==> config.mk <==
export PLATFORM = sky130hd
export DESIGN_NAME = dma_stream_device
export DESIGN_NICKNAME = d
export VERILOG_FILES = /design/src/rtl/dma_stream_device.sv
export SDC_FILE = /design/constraint.sdc
export NUM_CORES = 1
export LEC_CHECK = 0
export ABC_AREA = 1
export CAP_MARGIN = 5
export CORE_AREA = 2 2 197 199
export CTS_BUF_LIST = sky130_fd_sc_hd__clkbuf_4 sky130_fd_sc_hd__clkbuf_8
export CTS_CLUSTER_SIZE = 10
export DETAILED_ROUTE_END_ITERATION = 7
export DIE_AREA = 0 0 199 201
export PLACE_DENSITY = 0.63
export SYNTH_ARGS = -nofsm -noshare
export SYNTH_HDL_FRONTEND = slang
export SYNTH_SLANG_ARGS = --single-unit
==> constraint.sdc <==
create_clock -name clk -period 3.16 [get_ports clk]
set_input_delay 0.632 -clock clk [delete_from_list [all_inputs] [get_ports clk]]
set_output_delay 0.632 -clock clk [all_outputs]
set_load 0.005 [all_outputs]
==> src/rtl/dma_stream_device.sv <==
// dma_stream_device
//   Clocked DMA source device. It refills DEPTH entries of WORDS_PER_ENTRY
//   words from a 32-bit Galois LFSR, waits FIRE_CYCLES, raises an interrupt
//   to request a DMA transfer, and serves registered reads by entry offset.
//   This repeats for NUM_BURSTS bursts (0 = forever), then it halts.
//
// Ports
//   clk        : rising-edge clock
//   reset_n    : synchronous active-low reset
//   offset     : entry index to read
//   rd_en      : read request, sampled every cycle
//   xfer_done  : one-cycle end-of-transfer pulse from the DMA controller
//   int_ack    : interrupt acknowledge (only with DEV_INT_ACK_EN)
//   data       : registered read data, word 0 in the LSBs
//   data_valid : data holds a valid entry this cycle
//   rd_err     : one-cycle pulse marking a rejected read
//   interrupt  : DMA request to the CPU
//   busy       : high while the storage is being refilled
//
// Optional build macro
//   DEV_INT_ACK_EN : the interrupt is held until int_ack is sampled high,
//                    instead of lasting a fixed INT_CYCLES.
module dma_stream_device #(
    parameter int          WORD_SIZE       = 16,
    parameter int          WORDS_PER_ENTRY = 4,
    parameter int          DEPTH           = 3,
    parameter int          FIRE_CYCLES     = 2000,
    parameter int          INT_CYCLES      = 20,
    parameter int          NUM_BURSTS      = 2,
    parameter logic [31:0] SEED            = 32'hACE1_2468,
    localparam int         OFF_W           = (DEPTH > 1) ? $clog2(DEPTH) : 1
) (
    input  logic                                 clk,
    input  logic                                 reset_n,
    input  logic [OFF_W-1:0]                     offset,
    input  logic                                 rd_en,
    input  logic                                 xfer_done,
`ifdef DEV_INT_ACK_EN
    input  logic                                 int_ack,
`endif
    output logic [WORDS_PER_ENTRY*WORD_SIZE-1:0] data,
    output logic                                 data_valid,
    output logic                                 rd_err,
    output logic                                 interrupt,
    output logic                                 busy
);

    localparam int DATA_W = WORDS_PER_ENTRY * WORD_SIZE;
    localparam int WI_W   = (WORDS_PER_ENTRY > 1) ? $clog2(WORDS_PER_ENTRY) : 1;

    typedef enum logic [2:0] {
        ST_REFILL = 3'd0,
        ST_COUNT  = 3'd1,
        ST_FIRE   = 3'd2,
        ST_WAIT   = 3'd3,
        ST_HALT   = 3'd4
    } state_t;

    // Galois step for x^32 + x^22 + x^2 + x + 1 (right-shifting form).
    function automatic logic [31:0] lfsr_step(input logic [31:0] cur);
        logic [31:0] nxt;
        nxt = {1'b0, cur[31:1]};
        if (cur[0]) begin
            nxt = nxt ^ 32'h8020_0003;
        end else begin
            nxt = nxt;
        end
        return nxt;
    endfunction

    state_t              state_r, state_s;
    logic [31:0]         timer_r, timer_s;
    logic [31:0]         bursts_r, bursts_s;
    logic [31:0]         lfsr_r, lfsr_s;
    logic [OFF_W-1:0]    fill_entry_r, fill_entry_s;
    logic [WI_W-1:0]     fill_word_r, fill_word_s;
    logic                interrupt_r, interrupt_s;
    logic                busy_r;
    logic                wr_en_s;
    logic                fire_end_s;
    logic                last_burst_s;

    logic [WORD_SIZE-1:0] mem_r [DEPTH][WORDS_PER_ENTRY];
    logic [DATA_W-1:0]    data_r, rd_entry_s;
    logic                 data_valid_r, rd_err_r, rd_ok_s;

    // Next-state and next-output logic of the refill/count/fire/wait FSM.
    always_comb begin
        state_s      = state_r;
        timer_s      = timer_r;
        bursts_s     = bursts_r;
        lfsr_s       = lfsr_r;
        fill_entry_s = fill_entry_r;
        fill_word_s  = fill_word_r;
        interrupt_s  = interrupt_r;
        wr_en_s      = 1'b0;
`ifdef DEV_INT_ACK_EN
        fire_end_s   = int_ack;
`else
        fire_end_s   = (timer_r == 32'(INT_CYCLES - 1));
`endif
        // The burst completing now is the last one when the count would reach the limit.
        last_burst_s = (NUM_BURSTS != 0) && ((bursts_r + 32'd1) >= 32'(NUM_BURSTS));
        case (state_r)
            ST_REFILL: begin
                wr_en_s     = 1'b1;
                lfsr_s      = lfsr_step(lfsr_r);
                interrupt_s = 1'b0;
                if (fill_word_r == WI_W'(WORDS_PER_ENTRY - 1)) begin
                    fill_word_s = {WI_W{1'b0}};
                    if (fill_entry_r == OFF_W'(DEPTH - 1)) begin
                        fill_entry_s = {OFF_W{1'b0}};
                        timer_s      = 32'd0;
                        state_s      = ST_COUNT;
                    end else begin
                        fill_entry_s = fill_entry_r + OFF_W'(1);
                    end
                end else begin
                    fill_word_s = fill_word_r + WI_W'(1);
                end
            end
            ST_COUNT: begin
                // xfer_done is deliberately ignored here, even on the expiry edge.
                if (timer_r == 32'(FIRE_CYCLES - 1)) begin
                    timer_s     = 32'd0;
                    interrupt_s = 1'b1;
                    state_s     = ST_FIRE;
                end else begin
                    timer_s = timer_r + 32'd1;
                end
            end
            ST_FIRE: begin
                if (xfer_done) begin
                    interrupt_s  = 1'b0;
                    bursts_s     = bursts_r + 32'd1;
                    fill_entry_s = {OFF_W{1'b0}};
                    fill_word_s  = {WI_W{1'b0}};
                    state_s      = ST_REFILL;
                end else if (fire_end_s) begin
                    interrupt_s = 1'b0;
                    timer_s     = 32'd0;
                    state_s     = ST_WAIT;
                end else begin
                    timer_s = timer_r + 32'd1;
                end
            end
            ST_WAIT: begin
                interrupt_s = 1'b0;
                if (xfer_done) begin
                    bursts_s = bursts_r + 32'd1;
                    if (last_burst_s) begin
                        state_s = ST_HALT;
                    end else begin
                        fill_entry_s = {OFF_W{1'b0}};
                        fill_word_s  = {WI_W{1'b0}};
                        state_s      = ST_REFILL;
                    end
                end else begin
                    state_s = ST_WAIT;
                end
            end
            ST_HALT: begin
                interrupt_s = 1'b0;
            end
            default: begin
                interrupt_s  = 1'b0;
                fill_entry_s = {OFF_W{1'b0}};
                fill_word_s  = {WI_W{1'b0}};
                state_s      = ST_REFILL;
            end
        endcase
    end

    // FSM state, counters, LFSR and the interrupt/busy output registers.
    always_ff @(posedge clk) begin
        if (!reset_n) begin
            state_r      <= ST_REFILL;
            timer_r      <= 32'd0;
            bursts_r     <= 32'd0;
            lfsr_r       <= SEED;
            fill_entry_r <= {OFF_W{1'b0}};
            fill_word_r  <= {WI_W{1'b0}};
            interrupt_r  <= 1'b0;
            busy_r       <= 1'b1;
        end else begin
            state_r      <= state_s;
            timer_r      <= timer_s;
            bursts_r     <= bursts_s;
            lfsr_r       <= lfsr_s;
            fill_entry_r <= fill_entry_s;
            fill_word_r  <= fill_word_s;
            interrupt_r  <= interrupt_s;
            busy_r       <= (state_s == ST_REFILL);
        end
    end

    // Entry storage; each refill cycle writes the freshly shifted LFSR word.
    always_ff @(posedge clk) begin
        if (reset_n && wr_en_s) begin
            mem_r[fill_entry_r][fill_word_r] <= lfsr_s[WORD_SIZE-1:0];
        end
    end

    // Read qualification and entry assembly (word 0 in the LSBs).
    always_comb begin
        rd_entry_s = {DATA_W{1'b0}};
        rd_ok_s    = rd_en && (state_r != ST_REFILL) && (32'(offset) < 32'(DEPTH));
        if (rd_ok_s) begin
            for (int w = 0; w < WORDS_PER_ENTRY; w++) begin
                rd_entry_s[w*WORD_SIZE +: WORD_SIZE] = mem_r[offset][w];
            end
        end else begin
            rd_entry_s = {DATA_W{1'b0}};
        end
    end

    // Registered read port; an idle cycle keeps the last data word.
    always_ff @(posedge clk) begin
        if (!reset_n) begin
            data_r       <= {DATA_W{1'b0}};
            data_valid_r <= 1'b0;
            rd_err_r     <= 1'b0;
        end else if (rd_en) begin
            data_r       <= rd_entry_s;
            data_valid_r <= rd_ok_s;
            rd_err_r     <= !rd_ok_s;
        end else begin
            data_valid_r <= 1'b0;
            rd_err_r     <= 1'b0;
        end
    end

    assign data       = data_r;
    assign data_valid = data_valid_r;
    assign rd_err     = rd_err_r;
    assign interrupt  = interrupt_r;
    assign busy       = busy_r;

endmodule

* Word level (Yosys, flattened, before mapping)
Memories as Yosys holds them, arrays and structs flattened. Cells that the tools add are included.
Word-level totals: bits of input ports 6, memories kept 1, memory bits (writable) 192, output and inout bits 68, register bits 171
Memories:
- mem_r | depth 3, width 64, rd ports 1, clocked after memory_dff 0, wr ports 1, line 83 | logic [WORD_SIZE-1:0] mem_r [DEPTH][WORDS_PER_ENTRY];
Cells by class: $add $sub $neg 4, reduce and logical (&&, ||, !) cells 17, bitwise operators 3, muxes and demuxes 34, order comparisons 4, eq/ne operators 16
Operators by type and width (count):
- $mux W32 | 6
- $mux W64 | 2
- $pmux W32 S3 | 1
- $add A32 B1 Y32 const B | 2
- $demux W16 S2 | 1
- $eq A32 B11 Y1 const B | 1
- $eq A32 B5 Y1 const B | 1
- $ge A32 B2 Y1 const B | 1
- $mux W16 | 2
- $mux W3 | 7
- $pmux W2 S4 | 2
- $pmux W3 S5 | 1
- $ne A2 B2 Y1 const B | 7
- $mux W2 | 6
- $reduce_and A4 Y1 | 2
- $eq A3 B2 Y1 const B | 2
- $logic_not A3 Y1 | 2
- $reduce_and A2 Y1 | 3
- $reduce_bool A3 Y1 | 2
- $mux W1 | 5
- $reduce_and A5 Y1 | 1
- $add A2 B1 Y2 const B | 2
- $eq A2 B2 Y1 const B | 2
- $logic_and A1 B1 Y1 | 4
- other kinds (12) | 13

* Depth between registers and ports, before layout
word-level depth 6, mapped depth 18

* Worst setup path after synthesis
Ideal clock, no wire load.
path kind register to register, start register state_r[1], end memory mem_r[0][0] (netlist name), enable pin, arrival 1934 ps, path buffers 1, slack 837 ps, cell stages (with the launch flop) 9, required time 2772 ps, cells stage by stage dfxtp_1 nor2_1 inv_1 nor2_1 inv_1 clkbuf_1 nor2_1 nand2_1 nor2_1
Between the ends: word-level cells in the longest chain between the ends 5
RTL lines:
- start, declared | line 71 | state_t state_r, state_s;
- start signal, assigned | line 186 | state_r <= state_s;
- $logic_not A3 Y1 | line 104 | case (state_r)
- $mux W1 | line 104
- $logic_and A1 B1 Y1 | line 199 | if (reset_n && wr_en_s) begin
- $mux W1 | line 199
- $mux W64 (not written as such) | line 200 | mem_r[fill_entry_r][fill_word_r] <= lfsr_s[WORD_SIZE-1:0];
- end, declared | line 83
Every way passes these cells.

* Final worst setup path
start register bursts_r[2], end register fill_word_r[0]
Between the ends: word-level cells in the longest chain between the ends 4
RTL lines:
- start, declared | line 73 | logic [31:0] bursts_r, bursts_s;
- start signal, assigned | line 188 | bursts_r <= bursts_s;
- $add A32 B1 Y32 | line 103 | last_burst_s = (NUM_BURSTS != 0) && ((bursts_r + 32'd1) >= 32'(NUM_BURSTS));
- $ge A32 B2 Y1 | line 103
- $ne A2 B2 Y1 (no source line)
- $reduce_and A4 Y1 (no source line)
- end signal, assigned | line 182 | fill_word_r <= {WI_W{1'b0}};
- end signal, assigned | line 191 | fill_word_r <= fill_word_s;
- end, declared | line 76 | logic [WI_W-1:0] fill_word_r, fill_word_s;
Every way passes these cells. A chain may end at the register's enable or synchronous reset.

==> metrics.log <==
INFO  metric status = finished, final reports clean
INFO  metric place.detailed.instances = 2,179
INFO  metric cap_viol_max_count = 0
INFO  metric die_extent_in_x = 199 um
INFO  metric dr.pass1.iters = 5
INFO  metric detail_route.drc_violations = 0
INFO  metric gp_weighted_congestion = 0.893
INFO  metric finalNetCount = 1,737
INFO  metric postSynthAreaPerCell = 9.16 um^2
INFO  metric finalSetupTns = 0 ps
INFO  metric ff2ff_path_depth = 15
INFO  metric critical_path_class = reg2reg
INFO  metric hold-path-endpoint = busy
INFO  metric nFillCells = 3,628
INFO  metric dp_hpwl = 21,600 um
INFO  metric required = 3660 ps
INFO  metric clock_tree.htree_level_count = 2
INFO  metric timing.critical_path.fanout_max = 8
INFO  metric synth_largest_type_area_fraction = 38.6%
INFO  metric total_power = 10.3 mW
INFO  metric layout.area.seq = 0.00919 mm^2
INFO  metric utilization = 46.4%
INFO  metric clock_tree_from_tritoncts = done
INFO  metric io_pins = 74
INFO  metric post_synthesis_cell_type_with_the_largest_combined_area = sky130_fd_sc_hd__edfxtp_1
INFO  metric hold_start = reset_n
INFO  metric design.die.area = 0.0400 mm^2
INFO  metric worst_flop_to_flop_path_startpoint = bursts_r[2]
INFO  metric end_kind = flip-flop
INFO  metric cts_buffers = 61
INFO  metric cts_setup_buffers = 0
INFO  metric grt_antenna_before_repair = 0
INFO  metric fp.dieH = 201 um
INFO  metric final-instance-count-excl-fill = 2,295
INFO  metric slew-limit-headroom = 27.5%
INFO  metric clock-skew-final = 38.8 ps
INFO  metric synth_ff_type = sky130_fd_sc_hd__edfxtp_1
INFO  metric synth.area.mux_share = 0%
INFO  metric synth-warning-count = 0
INFO  metric rows = 72
INFO  metric fin_crit_sh = 77.5%
INFO  metric core = 0.0381 mm^2
INFO  metric rrSetupSlack = 710 ps
INFO  metric first_iter_violations = 794
INFO  metric timing.critical_path.from_type = flip-flop
INFO  metric post_cts_hold_buffer_count = 0
INFO  metric power.leakage = 6.65 nW
INFO  metric avgRoutedWirePerCell = 15.1 um
INFO  metric yosys.area_share.xor_xnor = 0.762%
INFO  metric final-hold-violation-count = 0
INFO  metric area_used_by_multi_input_combinational_logic = 0.00487 mm^2
INFO  metric num_antenna_cells = 0
INFO  metric timing.hold.worst.class = in2reg
INFO  metric timing_max_transition_violations_final = 0
INFO  metric rsz0062_at_grt = no
INFO  metric cts_root_buffer = sky130_fd_sc_hd__clkbuf_8
INFO  metric grt_max_degree = 129
INFO  metric port-buffer-count = 73
INFO  metric worst-endpoint-arrival = 2950 ps
INFO  metric post_synth_and_or_nand_nor_area_fraction = 22.3%
INFO  metric final_report_setup_violation_count = 0
INFO  metric post_synth_fa_ha_maj_area_fraction = 0.586%
INFO  metric grt_pass1_vias = 10,700
INFO  metric powerDensity = 582 mW/mm^2
INFO  metric gr-total-overflow = 0
INFO  metric fmax = 408 MHz
INFO  metric area_fraction_in_compound_gates_after_synthesis = 8.91%
INFO  metric cell_count_after_synthesis = 1,631
INFO  metric drive_above_1_share = 9.85%
INFO  metric cts_num_sinks = 363
INFO  metric post_drt_via_cell_ratio = 4.94
INFO  metric grt_pass1_wl = 55,200 um
INFO  metric proportion_of_register_bits_with_asynchronous_set_or_reset_after_synthesis = 0%
INFO  metric regToRegEndpoint = fill_word_r[0]
INFO  metric vias = 11,300
INFO  metric ys_types = 40
INFO  metric wl = 34,600 um
INFO  metric cts-resized-gates = 0
INFO  metric post-route-min-period = 2450 ps
INFO  metric grtUsageTotal = 17.4%
INFO  metric worstHoldPathCells = 2
INFO  metric largest_family_of_logic_cells_by_synthesized_area = simple AND/OR/NAND/NOR gates
INFO  metric synth_enable_flop_cells = 192
INFO  metric syn-num-nets = 1,644
INFO  metric irDropWorstVdd = 0.000302 V
INFO  metric timing_worst_slew_pin_value = 1090 ps
INFO  metric synth-seq-cells = 363
INFO  metric synth.yosys.seq_area_share = 61.5%
INFO  metric yosys-top-cells-area = sky130_fd_sc_hd__edfxtp_1 (39%), sky130_fd_sc_hd__dfxtp_1 (23%), sky130_fd_sc_hd__nand2_1 (9.0%)
INFO  metric p_r_area_growth_vs_syn = 18.3%
INFO  metric post_synth_instance_area = 0.0149 mm^2
INFO  metric clockBufferDepth = 3
INFO  metric starting_utilization_of_the_core_area = 39.2%
INFO  metric final_antenna_net_count = 0
INFO  metric clk_latency = 670 ps
INFO  metric path_clk_slew = 60 ps
-- sequential cells by signal, summed over array words and instances, names as in the netlist --
register      cells
busy              1
data             64
fill_entry_r      2
fill_word_r       2
interrupt         1
data_valid        1
state_r           3
mem_r           192
bursts_r         32
rd_err            1
timer_r          32
lfsr_r           32
-- cell families after synthesis --
group,Yosys count
adders and majority gates,7
xor gates and xnor gates,13
and+or+nand+nor,767
AOI/OAI and AO/OA,249
buffers and inverters,232
DFF,363
-- worst max-delay path, cell delays in order, from the launching register on --
cell and delay (ps):
sky130_fd_sc_hd__dfxtp_1 470, sky130_fd_sc_hd__nand3_1 190, sky130_fd_sc_hd__nor2_1 240, sky130_fd_sc_hd__nand3_1 260
sky130_fd_sc_hd__nand2_1 120, sky130_fd_sc_hd__nand2_1 70, sky130_fd_sc_hd__nor2_1 80, sky130_fd_sc_hd__nand2_1 70
sky130_fd_sc_hd__nor2_1 100, sky130_fd_sc_hd__nand2_1 70, sky130_fd_sc_hd__nor2_1 100, sky130_fd_sc_hd__nand3_1 160
sky130_fd_sc_hd__nand2_2 140, sky130_fd_sc_hd__nand2_1 90, sky130_fd_sc_hd__nand2_1 100, sky130_fd_sc_hd__a21oi_1 50
-- metrics by stage --
stage | hold WS, ps | area, um^2 | setup slack (ps)
finish | 249 | 17700 | 710
global route | 223 | 17700 | 390
CTS | 203 | 17700 | 686
detailed placement | 441 | 16300 | 615
global placement | 435 | 16300 | 664
floorplan | 424 | 14900 | 837
-- synthesized netlist by cell type, drive strengths merged (7+ instances only) --
library cell / number
nand2: 364
edfxtp: 192
o21ai: 179
nand3: 176
dfxtp: 171
inv: 158
nor2: 157
clkbuf: 57
a21oi: 38
nor3: 33
nand4: 18
buf: 16
o211ai: 11
xor2: 10
nor4: 8
ha: 7
-- where the power goes --
part	total, mW	switching, mW	internal [mW]
registers	5.17	0.0396	5.13
clock network	4.61	1.94	2.67
logic	0.501	0.376	0.125
total	10.3	2.36	7.93
-- routing by layer --
layer	wire [um]	vias to the layer above	track usage, %
li1	-	5682	-
met1	16000	5315	23.0
met2	15900	291	28.4
met3	1970	52	3.36
met4	806	0	5.92
met5	0	-	0
-- cell usage in the layout (no fill, tap or decap), types with 5 or more instances in the layout --
cell type / netlist / layout
sky130_fd_sc_hd__nand2_1: 358 / 358
sky130_fd_sc_hd__nor3_1: 31 / 30
sky130_fd_sc_hd__ha_1: 7 / 7
sky130_fd_sc_hd__o21a_1: 5 / 5
sky130_fd_sc_hd__edfxtp_1: 192 / 192
sky130_fd_sc_hd__a21oi_1: 38 / 38
sky130_fd_sc_hd__clkdlybuf4s50_1: 0 / 71
sky130_fd_sc_hd__clkbuf_8: 0 / 70
sky130_fd_sc_hd__clkinv_2: 0 / 10
sky130_fd_sc_hd__nor2_1: 146 / 146
sky130_fd_sc_hd__nand3_1: 175 / 175
sky130_fd_sc_hd__or2_2: 5 / 5
sky130_fd_sc_hd__inv_1: 155 / 153
sky130_fd_sc_hd__nand2_2: 6 / 6
sky130_fd_sc_hd__clkinv_1: 1 / 6
sky130_fd_sc_hd__xor2_1: 10 / 10
sky130_fd_sc_hd__nor4_1: 8 / 8
sky130_fd_sc_hd__o21ai_0: 175 / 175
sky130_fd_sc_hd__dfxtp_1: 171 / 171
sky130_fd_sc_hd__clkbuf_4: 0 / 25
sky130_fd_sc_hd__o211ai_1: 11 / 11
sky130_fd_sc_hd__nor2_4: 7 / 7
sky130_fd_sc_hd__buf_4: 1 / 28
sky130_fd_sc_hd__nand4_1: 18 / 18
-- cell type report --
type,count,share of cell area [%]
tap,518,3.67
sequential,363,52.0
clock inverter,21,1.30
inverter,159,3.38
timing repair buffer,103,5.58
clock buffer,95,6.51
multi-input combinational,1036,27.6
-- worst max-delay path by stage --
stage                     start         endpoint  slack [ps]
floorplan            state_r[1]      mem_r[0][0]         840
global placement      xfer_done      timer_r[30]         660
detailed placement    xfer_done      timer_r[30]         610
CTS                 bursts_r[0]   fill_word_r[0]         690
global route        bursts_r[0]  fill_entry_r[1]         390
finish              bursts_r[2]   fill_word_r[0]         710
Power figures use the tool's default switching activity.
==> variant 1 (config.mk and constraints unchanged) <==
Encoding of `state_t`: now Gray code (3 bits for 5 states).
--- a/src/rtl/dma_stream_device.sv
+++ b/src/rtl/dma_stream_device.sv
@@ -49,11 +49,11 @@
     localparam int WI_W   = (WORDS_PER_ENTRY > 1) ? $clog2(WORDS_PER_ENTRY) : 1;
 
     typedef enum logic [2:0] {
-        ST_REFILL = 3'd0,
-        ST_COUNT  = 3'd1,
-        ST_FIRE   = 3'd2,
-        ST_WAIT   = 3'd3,
-        ST_HALT   = 3'd4
+        ST_REFILL = 3'b000,
+        ST_COUNT  = 3'b001,
+        ST_FIRE   = 3'b011,
+        ST_WAIT   = 3'b010,
+        ST_HALT   = 3'b110
     } state_t;
 
     // Galois step for x^32 + x^22 + x^2 + x + 1 (right-shifting form).
Function: no difference found for any inputs over 4 cycles, from zero or initial values and one cycle with reset_n low; so few cycles prove little.
==> variant 1 against the original RTL <==
- final area decreased by 0.72%
- largest cell class unchanged
- area after synthesis decreased by 0.25%
- critical endpoint is now fill_entry_r[0]$_SDFFE_PN0P_
- count of clock-buffer cells in the layout decreased by 10
- critical path type unchanged
- highest routed layer unchanged
- sequential cell count unchanged
- worst setup slack got worse by 0.14 ns
- sequential power about the same
- wire length decreased by 0.74%
- power decreased by 2.6%
==> variant 1: results (changes against the original RTL) <==
stage,metric,value,unit,change
drt,met3 wire length,1520,um,was 1970 um
drt,vias after detailed routing,11000,,was 11300
worst_hold_path,Hold WC Path Type,reg2reg,,was in2reg
clock_network,CTS buffer count,60,,was 61
logic_synthesis,post-synthesis sequential area ratio,61.7,%,was 61.5%
final_layout,Layout Nets,1723,,was 1737
setup_path,R2R setup slack,0.57,ns,was 0.71 ns
worst_hold_path,Worst Hold End,lfsr_r[27]$_SDFFE_PN1P_,,was busy$_SDFF_PN1_
power,Leakage,6.68,nW,was 6.65 nW
drt,M1 WL,16000,um,about the same
global_routing,GRT Total Usage,17.6,%,was 17.4%
final_layout,share of cells above drive strength 1,9.71,%,was 9.85%
worst_hold_path,HP Start,lfsr_r[27]$_SDFFE_PN1P_,,was reset_n
drt,Wirelength per Cell,15.1,um,about the same
timing,Slew @ Worst Pin,0.894,ns,was 1.09 ns
global_routing,met3 global-route usage,3.14,%,was 3.36%
drt,initial detailed-routing violation count,781,,was 794
global_routing,largest net degree at the start of global routing,83,,was 129
setup_path,critical path's largest stage delay,0.39,ns,was 0.47 ns
power,maximum vdd drop,0.000330,V,was 0.000302 V
logic_synthesis,Unique masters post-synth,43,,was 40
place,hpwl dp,21400,um,was 21600 um
clock_network,Skew-Pair Late Insertion Delay,0.64,ns,was 0.67 ns
setup_path,Critical Path Sink,fill_entry_r[0]$_SDFFE_PN0P_,,was fill_word_r[0]$_SDFFE_PN0P_
drt,met2 wire len,16200,um,was 15900 um
run_status,run status,finished clean,,unchanged
setup_path,crit path DAT,3.15,ns,was 2.95 ns
global_routing,M2 GR Usage,29.6,%,was 28.4%
timing,Min Hold Slack,0.452,ns,was 0.249 ns
place,Placer Congestion,0.847,,was 0.893
setup_path,worst reg2reg path endpoint,fill_entry_r[0]$_SDFFE_PN0P_,,was fill_word_r[0]$_SDFFE_PN0P_
logic_synthesis,synthesized netlist net count,1629,,was 1644
setup_path,R2R Path Start,bursts_r[1]$_SDFFE_PN0P_,,was bursts_r[2]$_SDFFE_PN0P_
logic_synthesis,Synth top cells by count,"337 x nand2_1, 192 x edfxtp_1, 181 x nand3_1, 173 x o21ai_0, 171 x dfxtp_1",,"was 358 x nand2_1, 192 x edfxtp_1, 175 x nand3_1, 175 x o21ai_0, 171 x dfxtp_1"
logic_synthesis,synth top area cells,"edfxtp_1 39%, dfxtp_1 23%, nand2_1 8.5%",,"was edfxtp_1 39%, dfxtp_1 23%, nand2_1 9.0%"
place,DP Area,0.0163,mm^2,about the same
place,dpl cells,2166,,was 2179
global_routing,met1 GRT Util,23.4,%,was 23.0%
logic_synthesis,Avg Inst Size Synth,9.22,um^2,was 9.16 um^2
==> variant 1: cell types whose count changed in the layout (fill, tap and decap cells not counted), moves of 4 or more <==
cell	delta
clkbuf_4	-12
clkinv_1	+7
clkinv_2	+4
nand2_1	-21
nand3_1	+6
nor3_1	-4
o211ai_1	+4
or2_2	+5
==> variant 1: report_power, final <==
group / internal [mW] / switching, mW
sequential: 5.14 / 0.0426
combinational: 0.130 / 0.379
clock: 2.41 / 1.92
==> variant 1: area by class of cell <==
cell class              instances  area, um^2
fillers                      3643       20600
flip-flops and latches        363        9190
multi-input cells            1019        4830
clock buffers                  85        1090
repair buffers                103         973
well taps                     518         648
inverters                     163         613
clock inverters                28         204
==> variant 1: cell families (layout without fill, tap and decap cells) <==
group / after synthesis / count (layout) / synth area share (%)
simple gates: 749 / 749 / 22.1
flops: 363 / 363 / 61.7
fa+ha+maj: 7 / 7 / 0.588
compound gates: 249 / 249 / 8.94
xor+xnor: 14 / 14 / 0.823
buf+inv: 234 / 379 / 5.90
==> variant 2 (same settings) <==
Without the edit above. The parameter `DEPTH` goes from 3 to 5.
--- a/src/rtl/dma_stream_device.sv
+++ b/src/rtl/dma_stream_device.sv
@@ -23,7 +23,7 @@
 module dma_stream_device #(
     parameter int          WORD_SIZE       = 16,
     parameter int          WORDS_PER_ENTRY = 4,
-    parameter int          DEPTH           = 3,
+    parameter int          DEPTH           = 5,
     parameter int          FIRE_CYCLES     = 2000,
     parameter int          INT_CYCLES      = 20,
     parameter int          NUM_BURSTS      = 2,
Interface: changed (resized offset); port bits go from 74 to 75. The function was not compared with the original's and may differ.
==> variant 2 against the original RTL <==
- clock power up 23%
- worst hold slack better by 0.21 ns
- power up 31%
- final area up 31%
- sequential cell count up 129
- wire length up 36%
- utilization up 14 points
- worst setup slack worse by 0.11 ns
- clock skew down 0.017 ns
- area after synthesis up 34%
==> variant 2: results (changes against the original RTL) <==
stage,metric,value,unit,change
final_layout,bufs w/o clock,128,,was 103
worst_hold_path,Worst Hold End,lfsr_r[16]$_SDFFE_PN1P_,,was busy$_SDFF_PN1_
place,Placer Congestion,0.873,,was 0.893
logic_synthesis,synthesized-area fraction occupied by adder cells,0.563,%,was 0.586%
final_layout,share of cells above drive strength 1,11.0,%,was 9.85%
drt,Wirelength per Cell,18.0,um,was 15.1 um
final_layout,Inverters,149,,was 159
run_status,run status,finished clean,,unchanged
final_layout,fill count,3202,,was 3628
logic_synthesis,post-synthesis sequential area ratio,65.3,%,was 61.5%
setup_path,CP startpoint,bursts_r[0]$_SDFFE_PN0P_,,was bursts_r[2]$_SDFFE_PN0P_
setup_path,R2R setup slack,0.60,ns,was 0.71 ns
clock_network,CTS buffer count,82,,was 61
clock_network,H-tree Lvls,3,,was 2
place,dpl cells,2474,,was 2179
timing,Tcrit/Tclk final,81.1,%,was 77.5%
global_routing,met1 GRT Util,31.7,%,was 23.0%
timing,Worst Clk Skew,0.0217,ns,was 0.0388 ns
setup_path,critical path's largest stage delay,0.41,ns,was 0.47 ns
final_layout,number of flip-flops in the largest register,320,,was 192
timing,Slew @ Worst Pin,0.821,ns,was 1.09 ns
power,Leakage,8.11,nW,was 6.65 nW
setup_path,crit path DAT,3.07,ns,was 2.95 ns
worst_hold_path,HP Start,lfsr_r[16]$_SDFFE_PN1P_,,was reset_n
drt,met3 wire length,2130,um,was 1970 um
clock_network,clk sink count,492,,was 363
logic_synthesis,Avg Inst Size Synth,10.3,um^2,was 9.16 um^2
drt,M1 WL,20900,um,was 16000 um
drt,initial detailed-routing violation count,829,,was 794
global_routing,GRT Total Usage,24.0,%,was 17.4%
drt,DR vias/cell,5.52,,was 4.94
timing,Min Hold Slack,0.458,ns,was 0.249 ns
final_layout,multi-input logic area,0.00599,mm^2,was 0.00487 mm^2
setup_path,Critical Path Sink,fill_entry_r[1]$_SDFFE_PN0P_,,was fill_word_r[0]$_SDFFE_PN0P_
logic_synthesis,Synth Area in Compound Gates,13.5,%,was 8.91%
logic_synthesis,Synth top cells by count,"320 x edfxtp_1, 290 x nand2_1, 275 x nor2_1, 177 x o21ai_0, 172 x dfxtp_1",,"was 358 x nand2_1, 192 x edfxtp_1, 175 x nand3_1, 175 x o21ai_0, 171 x dfxtp_1"
place,Setup WS pre-CTS,0.471,ns,was 0.615 ns
final_layout,Layout Nets,2056,,was 1737
global_routing,M2 GR Usage,39.7,%,was 28.4%
power,maximum vdd drop,0.000401,V,was 0.000302 V
-- variant 2: changes by cell type after synthesis, sizes merged, moves of 4 or more --
cell	change
or2	+6
edfxtp	+128
xor2	-4
o211ai	+63
nand3	-112
clkbuf	+32
inv	-10
nand2	-70
a21oi	+66
nor2	+126
o221ai	+64
-- variant 2: report_power, final --
group / total (mW) / switching [mW] / leakage (nW) / internal [mW]
sequential: 7.10 / 0.0444 / 4.30 / 7.06
clock: 5.66 / 2.47 / 0.887 / 3.19
combinational: 0.698 / 0.524 / 2.92 / 0.174
total: 13.5 / 3.04 / 8.11 / 10.4
-- variant 2: worst reg2reg max path, stage by stage (launching register included) --
cell	delay (ns)
dfxtp_1	0.41
ha_1	0.25
nand3_1	0.24
nor2_2	0.25
nand3_1	0.13
nand2_1	0.08
nand2_1	0.07
nor2_1	0.09
nand2_1	0.05
nor2_1	0.11
nand2_1	0.10
nor2_1	0.13
nand3_2	0.10
nand2_2	0.13
nand3_2	0.12
nor2_1	0.13
nor2_1	0.05
